**src/rtl/apb_ctrl_pkg.sv**
```systemverilog
`default_nettype none
// ============================================================================
// Module      : apb_ctrl_pkg
// Description : Shared types and helpers for the APB master controller:
//               FSM state encoding and the slave-select decoder.
// Revision    : 1.0 - initial release
// ============================================================================
package apb_ctrl_pkg;

    localparam int APB_NUM_SLAVES = 16;

    typedef enum logic [1:0] {
        IDLE   = 2'd0,
        SETUP  = 2'd1,
        ACCESS = 2'd2,
        RESP   = 2'd3
    } apb_ctrl_state_e;

    // One-hot psel vector for a 4-bit slave index
    function automatic logic [APB_NUM_SLAVES-1:0] apb_sel_decode(input logic [3:0] idx);
        logic [APB_NUM_SLAVES-1:0] v_sel;
        v_sel      = '0;
        v_sel[idx] = 1'b1;
        return v_sel;
    endfunction

endpackage
`default_nettype wire

```
**src/rtl/apb_rr_arbiter.sv**
```systemverilog
`default_nettype none
// ============================================================================
// Module      : apb_rr_arbiter
// Description : Round-robin arbiter. Search begins one past the last
//               accepted requester; the pointer moves only on acceptance.
// Revision    : 1.0 - initial release
// ============================================================================
module apb_rr_arbiter #(
    parameter  int NUM_REQ = 4,
    localparam int IDX_W   = $clog2(NUM_REQ)
) (
    input  logic               clk,
    input  logic               rst,
    input  logic [NUM_REQ-1:0] req,
    input  logic               advance,
    output logic [NUM_REQ-1:0] grant,
    output logic [IDX_W-1:0]   grant_idx
);

    logic [IDX_W-1:0] r_last_grant;
    logic             w_found;
    int               w_pos;
    logic [IDX_W-1:0] w_pos_idx;

    // Pick the first active request after the last winner, wrapping around
    always_comb begin
        grant     = '0;
        grant_idx = '0;
        w_found   = 1'b0;
        w_pos     = 0;
        w_pos_idx = '0;
        for (int k = 1; k <= NUM_REQ; k++) begin
            w_pos = int'(r_last_grant) + k;
            if (w_pos >= NUM_REQ) begin
                w_pos = w_pos - NUM_REQ;
            end
            w_pos_idx = IDX_W'(w_pos);
            if (!w_found && req[w_pos_idx]) begin
                w_found          = 1'b1;
                grant[w_pos_idx] = 1'b1;
                grant_idx        = w_pos_idx;
            end
        end
    end

    // Reset points at the top requester so requester 0 wins first
    always_ff @(posedge clk) begin
        if (rst) begin
            r_last_grant <= IDX_W'(NUM_REQ - 1);
        end else if (advance && (|grant)) begin
            r_last_grant <= grant_idx;
        end
    end

endmodule
`default_nettype wire

```
**src/rtl/apb_master_ctrl.sv**
```systemverilog
`default_nettype none
// ============================================================================
// Module      : apb_master_ctrl
// Description : APB master sequencer. Arbitrates local requesters, runs the
//               granted transfer through SETUP/ACCESS, returns a one-cycle
//               response with read data / error status, and aborts stalled
//               slaves after TIMEOUT ACCESS cycles.
// Revision    : 1.0 - initial release
// ============================================================================
module apb_master_ctrl
    import apb_ctrl_pkg::*;
#(
    parameter int NUM_REQ      = 4,
    parameter int PADDR_WIDTH  = 32,
    parameter int PWDATA_WIDTH = 32,
    parameter int PRDATA_WIDTH = 32,
    parameter int SEL_LSB      = 16,
    parameter int TIMEOUT      = 256
) (
    input  logic                              pclock,
    input  logic                              preset,
    input  logic [NUM_REQ-1:0]                req_valid,
    output logic [NUM_REQ-1:0]                req_ready,
    input  logic [NUM_REQ*PADDR_WIDTH-1:0]    req_addr,
    input  logic [NUM_REQ-1:0]                req_write,
    input  logic [NUM_REQ*PWDATA_WIDTH-1:0]   req_wdata,
    output logic [NUM_REQ-1:0]                rsp_valid,
    output logic [PRDATA_WIDTH-1:0]           rsp_rdata,
    output logic                              rsp_slverr,
    output logic                              busy,
    output logic [PADDR_WIDTH-1:0]            paddr,
    output logic                              prwd,
    output logic [PWDATA_WIDTH-1:0]           pwdata,
    output logic [APB_NUM_SLAVES-1:0]         psel,
    output logic                              penable,
    input  logic                              pready,
    input  logic [PRDATA_WIDTH-1:0]           prdata,
    input  logic                              pslverr
);

    localparam int                 c_idx_w    = $clog2(NUM_REQ);
    // Width keeps a 1-bit counter legal when the timeout is disabled
    localparam int                 c_cnt_w    = (TIMEOUT > 0) ? $clog2(TIMEOUT + 1) : 1;
    localparam bit                 c_tmo_en   = (TIMEOUT > 0);
    localparam logic [c_cnt_w-1:0] c_tmo_last = c_cnt_w'((TIMEOUT > 0) ? TIMEOUT - 1 : 0);

    apb_ctrl_state_e         r_state;
    logic [NUM_REQ-1:0]      r_grant;
    logic [c_cnt_w-1:0]      r_wait_cnt;

    logic [NUM_REQ-1:0]      w_grant;
    logic [c_idx_w-1:0]      w_grant_idx;
    logic                    w_advance;
    logic [PADDR_WIDTH-1:0]  w_addr;
    logic [PWDATA_WIDTH-1:0] w_wdata;
    logic                    w_write;

    assign w_advance = (r_state == IDLE) && (|req_valid);
    assign w_addr    = req_addr[w_grant_idx*PADDR_WIDTH +: PADDR_WIDTH];
    assign w_wdata   = req_wdata[w_grant_idx*PWDATA_WIDTH +: PWDATA_WIDTH];
    assign w_write   = req_write[w_grant_idx];

    // Acceptance handshake is the only combinational output
    assign req_ready = (r_state == IDLE) ? w_grant : '0;
    assign busy      = (r_state != IDLE);

    apb_rr_arbiter #(
        .NUM_REQ   (NUM_REQ)
    ) u_arbiter (
        .clk       (pclock),
        .rst       (preset),
        .req       (req_valid),
        .advance   (w_advance),
        .grant     (w_grant),
        .grant_idx (w_grant_idx)
    );

    // Transfer sequencer with registered APB drive and response outputs
    always_ff @(posedge pclock) begin
        if (preset) begin
            r_state    <= IDLE;
            r_grant    <= '0;
            r_wait_cnt <= '0;
            rsp_valid  <= '0;
            rsp_rdata  <= '0;
            rsp_slverr <= 1'b0;
            paddr      <= '0;
            prwd       <= 1'b0;
            pwdata     <= '0;
            psel       <= '0;
            penable    <= 1'b0;
        end else begin
            rsp_valid <= '0;
            case (r_state)
                IDLE: begin
                    if (|w_grant) begin
                        paddr      <= w_addr;
                        prwd       <= w_write;
                        pwdata     <= w_wdata;
                        psel       <= apb_sel_decode(w_addr[SEL_LSB +: 4]);
                        penable    <= 1'b0;
                        r_grant    <= w_grant;
                        r_wait_cnt <= '0;
                        r_state    <= SETUP;
                    end
                end
                SETUP: begin
                    penable <= 1'b1;
                    r_state <= ACCESS;
                end
                ACCESS: begin
                    if (pready) begin
                        psel       <= '0;
                        penable    <= 1'b0;
                        rsp_valid  <= r_grant;
                        rsp_rdata  <= prwd ? '0 : prdata;
                        rsp_slverr <= pslverr;
                        r_state    <= RESP;
                    end else if (c_tmo_en && (r_wait_cnt == c_tmo_last)) begin
                        psel       <= '0;
                        penable    <= 1'b0;
                        rsp_valid  <= r_grant;
                        rsp_rdata  <= '0;
                        rsp_slverr <= 1'b1;
                        r_state    <= RESP;
                    end else if (r_wait_cnt != '1) begin
                        r_wait_cnt <= r_wait_cnt + c_cnt_w'(1);
                    end
                end
                RESP: begin
                    r_state <= IDLE;
                end
                default: begin
                    r_state <= IDLE;
                end
            endcase
        end
    end

endmodule
`default_nettype wire

```
**config.mk**
```make
export PLATFORM = sky130hd
export DESIGN_NAME = apb_master_ctrl
export DESIGN_NICKNAME = d
export VERILOG_FILES = /design/src/rtl/apb_ctrl_pkg.sv /design/src/rtl/apb_rr_arbiter.sv /design/src/rtl/apb_master_ctrl.sv
export SDC_FILE = /design/constraint.sdc
export NUM_CORES = 1
export LEC_CHECK = 0
export ABC_AREA = 1
export CAP_MARGIN = 20
export CORE_AREA = 4 4 162 164
export CTS_BUF_LIST = sky130_fd_sc_hd__clkbuf_4
export DETAILED_ROUTE_END_ITERATION = 8
export DIE_AREA = 0 0 166 168
export PLACE_DENSITY = 0.66
export SLEW_MARGIN = 20
export SYNTH_ARGS = -nofsm -noshare
export SYNTH_HDL_FRONTEND = slang
export SYNTH_SLANG_ARGS = --single-unit
```
**constraint.sdc**
```tcl
create_clock -name pclock -period 3.6 [get_ports pclock]
set_input_delay 0.72 -clock pclock [delete_from_list [all_inputs] [get_ports pclock]]
set_output_delay 0.72 -clock pclock [all_outputs]
set_load 0.02 [all_outputs]
```
==> impl_metrics.json, run 1 <==
{
  "multi_input_area_mm2": 0.00442,
  "drv_cap": 0,
  "grt_overflow": 0,
  "synth_area_per_cell_um2": 6.70,
  "cts.clk_slew.worst_paths_ns": 0.15,
  "worstPathMaxFanout": 9,
  "start_util": 0.320,
  "routed_wl_um": 32100,
  "insertion_delay_ns": 0.55,
  "power.internal_uw": 5810,
  "yosys.area_share.simple": 0.260,
  "grt_max_degree": 121,
  "area_growth_pct": 59.3,
  "clock.fmax_mhz": 294,
  "worst_pin_slew_ns": 0.690,
  "synth_edf_count": 0,
  "yosysWarnings": 0,
  "crit_required_ns": 2.88,
  "grt_setup_unrepaired": "no",
  "synth_cells": 1191,
  "r2r_setup_slack_ns": 0.72,
  "seq_area_mm2": 0.00273,
  "status": "finished, final reports clean",
  "skew_ns": 0.0246,
  "min_period_over_period": 0.945,
  "period_needed_ns": 3.40,
  "cts.htree.levels": 4,
  "synth.mux.area_fraction": 0,
  "place_area_mm2": 0.0124,
  "synth-compound-area-share": 0.266,
  "drt_pass1_iterations": 5,
  "wire_per_inst_um": 16.8,
  "async_reset_ff_frac": 0,
  "setup_viol": 0,
  "cts_tree": "done",
  "ys.flop_type": "dfxtp_1",
  "synth_most_common_cell": "nand2_1",
  "final_area_mm2": 0.0127,
  "finalHoldViolCount": 0,
  "synthXorXnorAreaFrac": 0.00220,
  "ant_nets": 0,
  "worstPathArrival_ns": 2.68,
  "drv_slew": 0,
  "antenna_found_initial": 3,
  "combPwrFrac": 0.747,
  "ys_ff_latch": 136,
  "gp_congestion": 0.956,
  "p_per_area_mw_per_mm2": 1010,
  "grt_use_total": 0.218,
  "ys_top_cells_by_area": "dfxtp_1 34%, a21oi_1 19%, nand2_1 15%, o21a_1 5.7%, nand3_1 4.8%",
  "cts_hold_buf": 0,
  "clock_sinks": 136,
  "setup_tns_ns": 0,
  "synth_top_family_by_area": "compound AO/OA/AOI/OAI gates",
  "post-cts-setup-buffer-count": 0,
  "synthesis.nets": 1506,
  "p_leak_uw": 0.00506,
  "via_per_inst": 4.85,
  "core_mm2": 0.0249,
  "end_kind": "output pin",
  "numCtsBuffers": 17,
  "yosysTopAreaCellShare": 0.341,
  "yosysSeqAreaShare": 0.341,
  "die_h_um": 168,
  "synth.distinct_cells": 37,
  "hpwl_um": 24800,
  "synth_top_area_cell": "dfxtp_1",
  "dieArea_mm2": 0.0279,
  "cts_root_buf": "clkbuf_4",
  "p_sw_frac": 0.545,
  "chipWidth_um": 166,
  "grt_pass1_wl_um": 48800,
  "vias": 9265,
  "pin_count": 424,
  "clock_path_buffers": 2,
  "p_sw_uw": 6970,
  "layout-drive-gt1-share": 0.0626,
  "row_count": 58,
  "worst_hold_path.num_cells": 2,
  "p_seq_frac": 0.168,
  "reg2reg_depth": 16,
  "peakVddDrop_mv": 0.863,
  "syn-cell-area_mm2": 0.00798,
  "synth_common_cells": "323 x nand2_1, 305 x a21oi_1, 136 x dfxtp_1",
  "hold_path.class": "primary input to register",
  "pwr-share-clk": 0.085,
  "fin_nets": 1883,
  "slew_headroom": 0.540,
  "synthAdderAreaFrac": 0.0235,
  "startpoint_type": "register",
  "portBuffers": 423,
  "drtIter0Drc": 686,
  "route.detailed.drc": 0,
  "n_fill_cell": 2465,
  "worstSetupPathType": "register to output pin",
  "grt_pass1_vias": 8833
}
routing by layer:
| layer | vias up | share of wire | track usage |
|---|---|---|---|
| li1 | 4688 | - | - |
| met1 | 4300 | 0.41 | 0.255 |
| met2 | 245 | 0.51 | 0.398 |
| met3 | 28 | 0.068 | 0.0674 |
| met4 | 4 | 0.012 | 0.0412 |
| met5 | - | 0.00065 | 0 |
worst max-delay path: stages, from the launching register on:
cell and delay [ns]:
dfxtp_4 0.43, inv_1 0.15, ha_4 0.33, inv_1 0.07, nand3_2 0.11, nand2_4 0.12
inv_2 0.08, nand2_1 0.06, nor2_2 0.11, nand3_1 0.09, nand3_1 0.11, nand2_1 0.08
inv_1 0.07, dlygate4sd2_1 0.33
per-stage QoR:
step	util	total power, uW	cells	hold slack, ns	setup slack (ns)
finish	0.511	12800	1912	0.389	0.198
global route	0.511	14000	1912	0.324	0.00706
CTS	0.510	12900	1911	0.330	0.104
detailed placement	0.498	11800	1879	0.437	0.189
global placement	0.498	11700	1879	0.435	0.220
floorplan	-	9140	1191	0.419	1.11
sequential cells by signal, summed over array words and instances, names as in the netlist:
name and cells:
r_state 2, r_grant 4, u_arbiter.r_last_grant 2, paddr 32
rsp_rdata 32, rsp_valid 4, pwdata 32, prwd 1
penable 1, r_wait_cnt 9, rsp_slverr 1, psel 16
power groups by stage:
stage / clock, uW / sequential, uW / combinational (uW)
after global placement: 0 / 2160 / 9510
after CTS: 1130 / 2140 / 9610
final: 1090 / 2140 / 9550
after global routing: 1190 / 2190 / 10600
after floorplan: 0 / 2550 / 6580
after detailed placement: 0 / 2170 / 9580
area by class of cell:
| type | instances | share of cell area |
|---|---|---|
| antenna | 1 | 0.000197 |
| clock buffer | 17 | 0.0100 |
| clock inverter | 15 | 0.0143 |
| inverter | 98 | 0.0295 |
| multi-input combinational | 874 | 0.348 |
| sequential | 136 | 0.214 |
| tap | 330 | 0.0325 |
| timing repair buffer | 441 | 0.351 |
placed cells by master, fill, tap and decap left out, types with 2 or more instances in the layout:
cell type,n
clkdlybuf4s50_1,418
nand2_1,323
a21oi_1,305
dfxtp_1,135
inv_1,92
nand3_1,76
o21a_1,61
nor2_1,24
clkbuf_4,17
ha_1,14
nand2_2,13
buf_4,11
nor2_2,9
buf_12,8
inv_6,6
nand3_2,5
nand2_4,5
nor3_1,4
nor2_4,4
inv_2,4
a22oi_1,4
o21ai_0,4
dlygate4sd2_1,4
a21boi_0,3
nand4_1,3
clkinv_8,3
inv_8,3
xor2_1,2
o211ai_1,2
clkinv_4,2
timing repair:
| item | in CTS | in global routing |
|---|---|---|
| gates cloned | 0 | 0 |
| setup endpoints to repair | 4 | 4 |
| resized for setup | 6 | 2 |
| endpoints found under the hold margin | 0 | 0 |
worst paths after layout:
| kind | startpoint | endpoint |
|---|---|---|
| worst max-delay path | u_arbiter.r_last_grant[1] | req_ready[1] |
| worst min-delay path | preset | paddr[19] |
| worst max register to register | u_arbiter.r_last_grant[1] | paddr[7] |
| worst min register to register | r_grant[1] | rsp_valid[1] |
cell families after synthesis:
family | Yosys count
buffers and inverters | 181
adders and majority gates | 15
AOI/OAI and AO/OA | 385
xor gates and xnor gates | 2
DFF | 136
and+or+nand+nor | 472
Power figures use the tool's default switching activity.
==> run 2, diff against run 1 <==
Settings changed: CORE_AREA 4 4 162 164 to 4 4 164 166, DIE_AREA 0 0 166 168 to 0 0 168 170, PLACE_DENSITY 0.66 to 0.62, SYNTH_HIERARCHICAL set to 1.
==> impl_metrics.json, run 2 <==
{
  "status": "finished, final reports clean",
  "die_h_um": 170,
  "mostFrequentLayoutCells": "418 x clkdlybuf4s50_1, 266 x nor2_1, 190 x o21ai_0",
  "hpwl_um": 23300,
  "grt_setup_unrepaired": "no",
  "clock_sinks": 136,
  "worstSetupPathType": "register to output pin",
  "synth.distinct_cells": 32,
  "layout_commonest_cell": "clkdlybuf4s50_1",
  "end_kind": "output pin",
  "synth_most_common_cell": "nor2_1",
  "chipWidth_um": 168,
  "layout-drive-gt1-share": 0.0733,
  "wire_per_inst_um": 16.6,
  "insertion_delay_ns": 0.54,
  "clock_path_buffers": 2,
  "finalHoldViolCount": 0,
  "p_sw_frac": 0.534,
  "drtIter0Drc": 439,
  "fin_cells": 1866,
  "ys_ff_latch": 136,
  "yosysWarnings": 6,
  "dpl_worst_slack_ns": 0.0848,
  "reg_top3": "paddr (32), pwdata (32), rsp_rdata (32)",
  "hold_path.class": "register to register",
  "cts_hold_buf": 0,
  "synth_common_cells": "267 x nor2_1, 190 x o21ai_0, 169 x nand2_1",
  "crit_required_ns": 2.88,
  "power.internal_uw": 5570,
  "row_count": 59,
  "clock.fmax_mhz": 303,
  "cts.htree.levels": 4,
  "worst_pin_slew_ns": 0.619,
  "grt_pass1_vias": 8555,
  "dieArea_mm2": 0.0286,
  "worstPathArrival_ns": 2.58,
  "cts_tree": "done",
  "synth_area_per_cell_um2": 6.61,
  "synthesis.nets": 1446,
  "pwr-share-clk": 0.094,
  "grt_use_total": 0.203,
  "grt_overflow": 0,
  "slew_headroom": 0.587,
  "core_mm2": 0.0256,
  "peakVddDrop_mv": 0.557,
  "routed_wl_um": 30900,
  "area_growth_pct": 65.3,
  "yosysSeqAreaShare": 0.364,
  "pin_count": 424,
  "period_needed_ns": 3.30,
  "p_seq_frac": 0.179,
  "cts.clk_slew.worst_paths_ns": 0.14,
  "via_per_inst": 4.81,
  "skew_ns": 0.0236,
  "drt_pass1_iterations": 6,
  "final.setup.worst_slack_ns": 0.295,
  "portBuffers": 423,
  "antenna_found_initial": 7,
  "vias": 8972,
  "synth_edf_count": 0,
  "ys.flop_type": "dfxtp_1",
  "min_period_over_period": 0.918,
  "drv_cap": 0,
  "post-cts-setup-buffer-count": 0,
  "ant_nets": 0,
  "worstPathMaxFanout": 6,
  "grt_max_degree": 64,
  "grt_pass1_wl_um": 46700,
  "start_util": 0.292,
  "ys_top_cells_by_area": "dfxtp_1 36%, nor2_1 13%, o21ai_0 13%, nand2_1 8.5%, o22ai_1 5.1%",
  "synth_top_area_cell": "dfxtp_1",
  "combPwrFrac": 0.728,
  "gp_congestion": 0.812,
  "fin_nets": 1830,
  "startpoint_type": "register",
  "setup_tns_ns": 0,
  "synth_cells": 1130,
  "numCtsBuffers": 17,
  "yosysTopAreaCellShare": 0.364,
  "p_per_area_mw_per_mm2": 966,
  "cts_root_buf": "clkbuf_4",
  "route.detailed.drc": 0,
  "drv_slew": 0,
  "async_reset_ff_frac": 0,
  "p_sw_uw": 6370,
  "syn-cell-area_mm2": 0.00747,
  "p_leak_uw": 0.00469,
  "setup_viol": 0,
  "dp.cells": 1830
}
==> run 2: logic make-up after synthesis <==
| kind of cell | share of synthesized area |
|---|---|
| AOI/OAI and AO/OA | 0.235 |
| adders and majority gates | 0.0268 |
| buffers and inverters | 0.0755 |
| DFF | 0.364 |
| and+or+nand+nor | 0.298 |
==> run 2: final timing paths <==
check | startpoint | end | slack, ns | cells past startpoint
max | u_arbiter/r_last_grant[1] | req_ready[2] | 0.30 | 12
min | r_grant[2] | rsp_valid[2] | 0.44 | 2
max reg2reg | u_arbiter/r_last_grant[1] | psel[11] | 0.70 | 16
min reg2reg | r_grant[2] | rsp_valid[2] | 0.44 | 2
==> run 2: what timing repair did <==
item / in CTS / in global routing
resized for setup: 5 / 1
gates cloned: 0 / 0
endpoints found under the setup margin: 4 / 4
==> run 2: final cells by class <==
type,instances,area [um2]
fillers,2629,13300
clock buffers,17,128
multi-input cells,873,4240
diodes,4,10.0
repair buffers,444,4480
inverters,42,168
clock inverters,15,184
flip-flops and latches,136,2720
well taps,335,419
==> run 2: layer usage <==
metal  GRT usage  wire [um]
met1       0.236      12500
met2       0.360      15400
met3      0.0743       2520
met4      0.0455        460
met5           0         34
==> run 2: power by group through the flow <==
stage | logic, uW | registers (uW) | clock network, uW
CTS | 8770 | 2140 | 1170
detailed placement | 8760 | 2170 | 0
global route | 9710 | 2190 | 1230
global placement | 8680 | 2150 | 0
floorplan | 5470 | 2560 | 0
finish | 8690 | 2130 | 1120
==> run 2: per-stage QoR <==
step	power, uW	util	cell area (um2)	hold WS (ns)
after CTS	12100	0.482	12300	0.442
after global placement	10800	0.469	12000	0.427
after detailed placement	10900	0.469	12000	0.428
after floorplan	8030	-	7470	0.418
final	11900	0.482	12400	0.438
after global routing	13100	0.482	12400	0.453
==> run 2: worst max-delay path, stage by stage (launching register included) <==
cell,delay (ns)
dfxtp_1,0.34
inv_1,0.20
ha_4,0.26
inv_1,0.14
nand3_1,0.10
nand2_1,0.13
nand2_1,0.08
inv_2,0.10
nand3_1,0.11
nand3_2,0.12
nand2_1,0.09
inv_1,0.06
dlygate4sd2_1,0.33
==> run 3, diff against run 2 <==
Settings changed: SKIP_CTS_REPAIR_TIMING set to 1.
==> impl_metrics.json, run 3 (synthesized netlist as in run 2, its figures left out) <==
{
  "status": "finished, final reports clean",
  "period_needed_ns": 3.30,
  "worst_pin_slew_ns": 0.614,
  "cts_tree": "done",
  "grt_pass1_wl_um": 46700,
  "p_seq_frac": 0.179,
  "fin_cells": 1866,
  "hpwl_um": 23300,
  "mostFrequentLayoutCells": "418 x clkdlybuf4s50_1, 266 x nor2_1, 190 x o21ai_0",
  "end_kind": "output pin",
  "startpoint_type": "register",
  "route.detailed.drc": 0,
  "fin_nets": 1830,
  "core_mm2": 0.0256,
  "grt_pass1_vias": 8554,
  "wire_per_inst_um": 16.5,
  "finalHoldViolCount": 0,
  "place_area_mm2": 0.0120,
  "r2r_setup_slack_ns": 0.60,
  "hold_path.class": "register to register",
  "p_per_area_mw_per_mm2": 966,
  "worstPathArrival_ns": 2.58,
  "drtIter0Drc": 474,
  "die_h_um": 170,
  "portBuffers": 423,
  "grt_setup_unrepaired": "no",
  "layout-drive-gt1-share": 0.0727,
  "antenna_found_initial": 7,
  "grt_max_degree": 64,
  "cts.htree.levels": 4,
  "grt_use_total": 0.203,
  "dieArea_mm2": 0.0286,
  "min_period_over_period": 0.916,
  "p_total_uw": 11900,
  "final.setup.worst_slack_ns": 0.301,
  "finish.utilization": 0.482,
  "worstSetupPathType": "register to output pin",
  "clock_path_buffers": 2,
  "numCtsBuffers": 17,
  "layout_commonest_cell": "clkdlybuf4s50_1",
  "ant_nets": 0,
  "p_sw_uw": 6360,
  "pwr-share-clk": 0.094,
  "cts_root_buf": "clkbuf_4",
  "power.internal_uw": 5570,
  "clock_sinks": 136,
  "vias": 8973,
  "clock.fmax_mhz": 303,
  "chipWidth_um": 168,
  "slew_headroom": 0.591,
  "routed_wl_um": 30900,
  "gp_congestion": 0.812,
  "via_per_inst": 4.81,
  "dpl_worst_slack_ns": 0.0848,
  "crit_required_ns": 2.88,
  "final_area_mm2": 0.0124,
  "row_count": 59,
  "start_util": 0.292,
  "worstPathMaxFanout": 10,
  "pin_count": 424,
  "dp.cells": 1830,
  "grt_overflow": 0,
  "insertion_delay_ns": 0.54,
  "setup_viol": 0,
  "cts.clk_slew.worst_paths_ns": 0.14,
  "peakVddDrop_mv": 0.553,
  "p_sw_frac": 0.533,
  "skew_ns": 0.0233,
  "p_leak_uw": 0.00474,
  "combPwrFrac": 0.727,
  "drt_pass1_iterations": 4,
  "area_growth_pct": 65.4,
  "drv_cap": 0,
  "reg_top3": "paddr (32), pwdata (32), rsp_rdata (32)",
  "drv_slew": 0
}
==> run 3: cell count changes in the layout (fill, tap and decap cells not counted) <==
| cell | delta |
|---|---|
| dlygate4sd2_1 | -4 |
| ha_1 | +1 |
| ha_4 | -1 |
| dlymetal6s2s_1 | +4 |
==> run 3: power groups by stage <==
stage | clock network (uW) | logic [uW] | registers [uW]
2_1_floorplan | 0 | 5470 | 2560
3_3_place_gp | 0 | 8680 | 2150
3_5_place_dp | 0 | 8760 | 2170
4_1_cts | 1170 | 8780 | 2140
5_1_grt | 1230 | 9710 | 2190
6_report | 1120 | 8680 | 2130
==> run 3: routing by layer <==
metal  part of all wire  track usage  wire [um]
met1               0.40        0.236      12400
met2               0.50        0.360      15400
met3              0.083       0.0743       2550
met4              0.015       0.0455        464
met5             0.0011            0         34
==> run 3: path summary, 6_finish.rpt <==
| kind | from | end | depth (start not counted) |
|---|---|---|---|
| setup / recovery | u_arbiter/r_last_grant[0] | req_ready[2] | 12 |
| hold / removal | r_grant[2] | rsp_valid[2] | 2 |
| setup reg to reg | u_arbiter/r_last_grant[0] | psel[11] | 16 |
| hold reg to reg | r_grant[2] | rsp_valid[2] | 2 |
==> run 3: layout make-up <==
type	count	area, um2
fill	2633	13300
timing repair buffer	444	4500
multi-input combinational	873	4230
sequential	136	2720
tap	335	419
clock inverter	15	184
inverter	42	168
clock buffer	17	128
antenna	4	10.0
==> run 3: worst max-delay path, cell delays in order (launching register included) <==
cell and delay [ns]:
dfxtp_1 0.43, inv_6 0.08, ha_1 0.36, inv_1 0.16
nand3_1 0.10, nand2_1 0.13, nand2_1 0.08, inv_2 0.10
nand3_1 0.11, nand3_2 0.12, nand2_1 0.09, inv_1 0.06
dlymetal6s2s_1 0.22
==> run 3: per-stage QoR <==
step | hold WS [ns] | setup TNS [ns]
floorplan | 0.418 | 0
global placement | 0.427 | 0
detailed placement | 0.428 | 0
CTS | 0.442 | -0.752
global route | 0.453 | 0
finish | 0.438 | 0
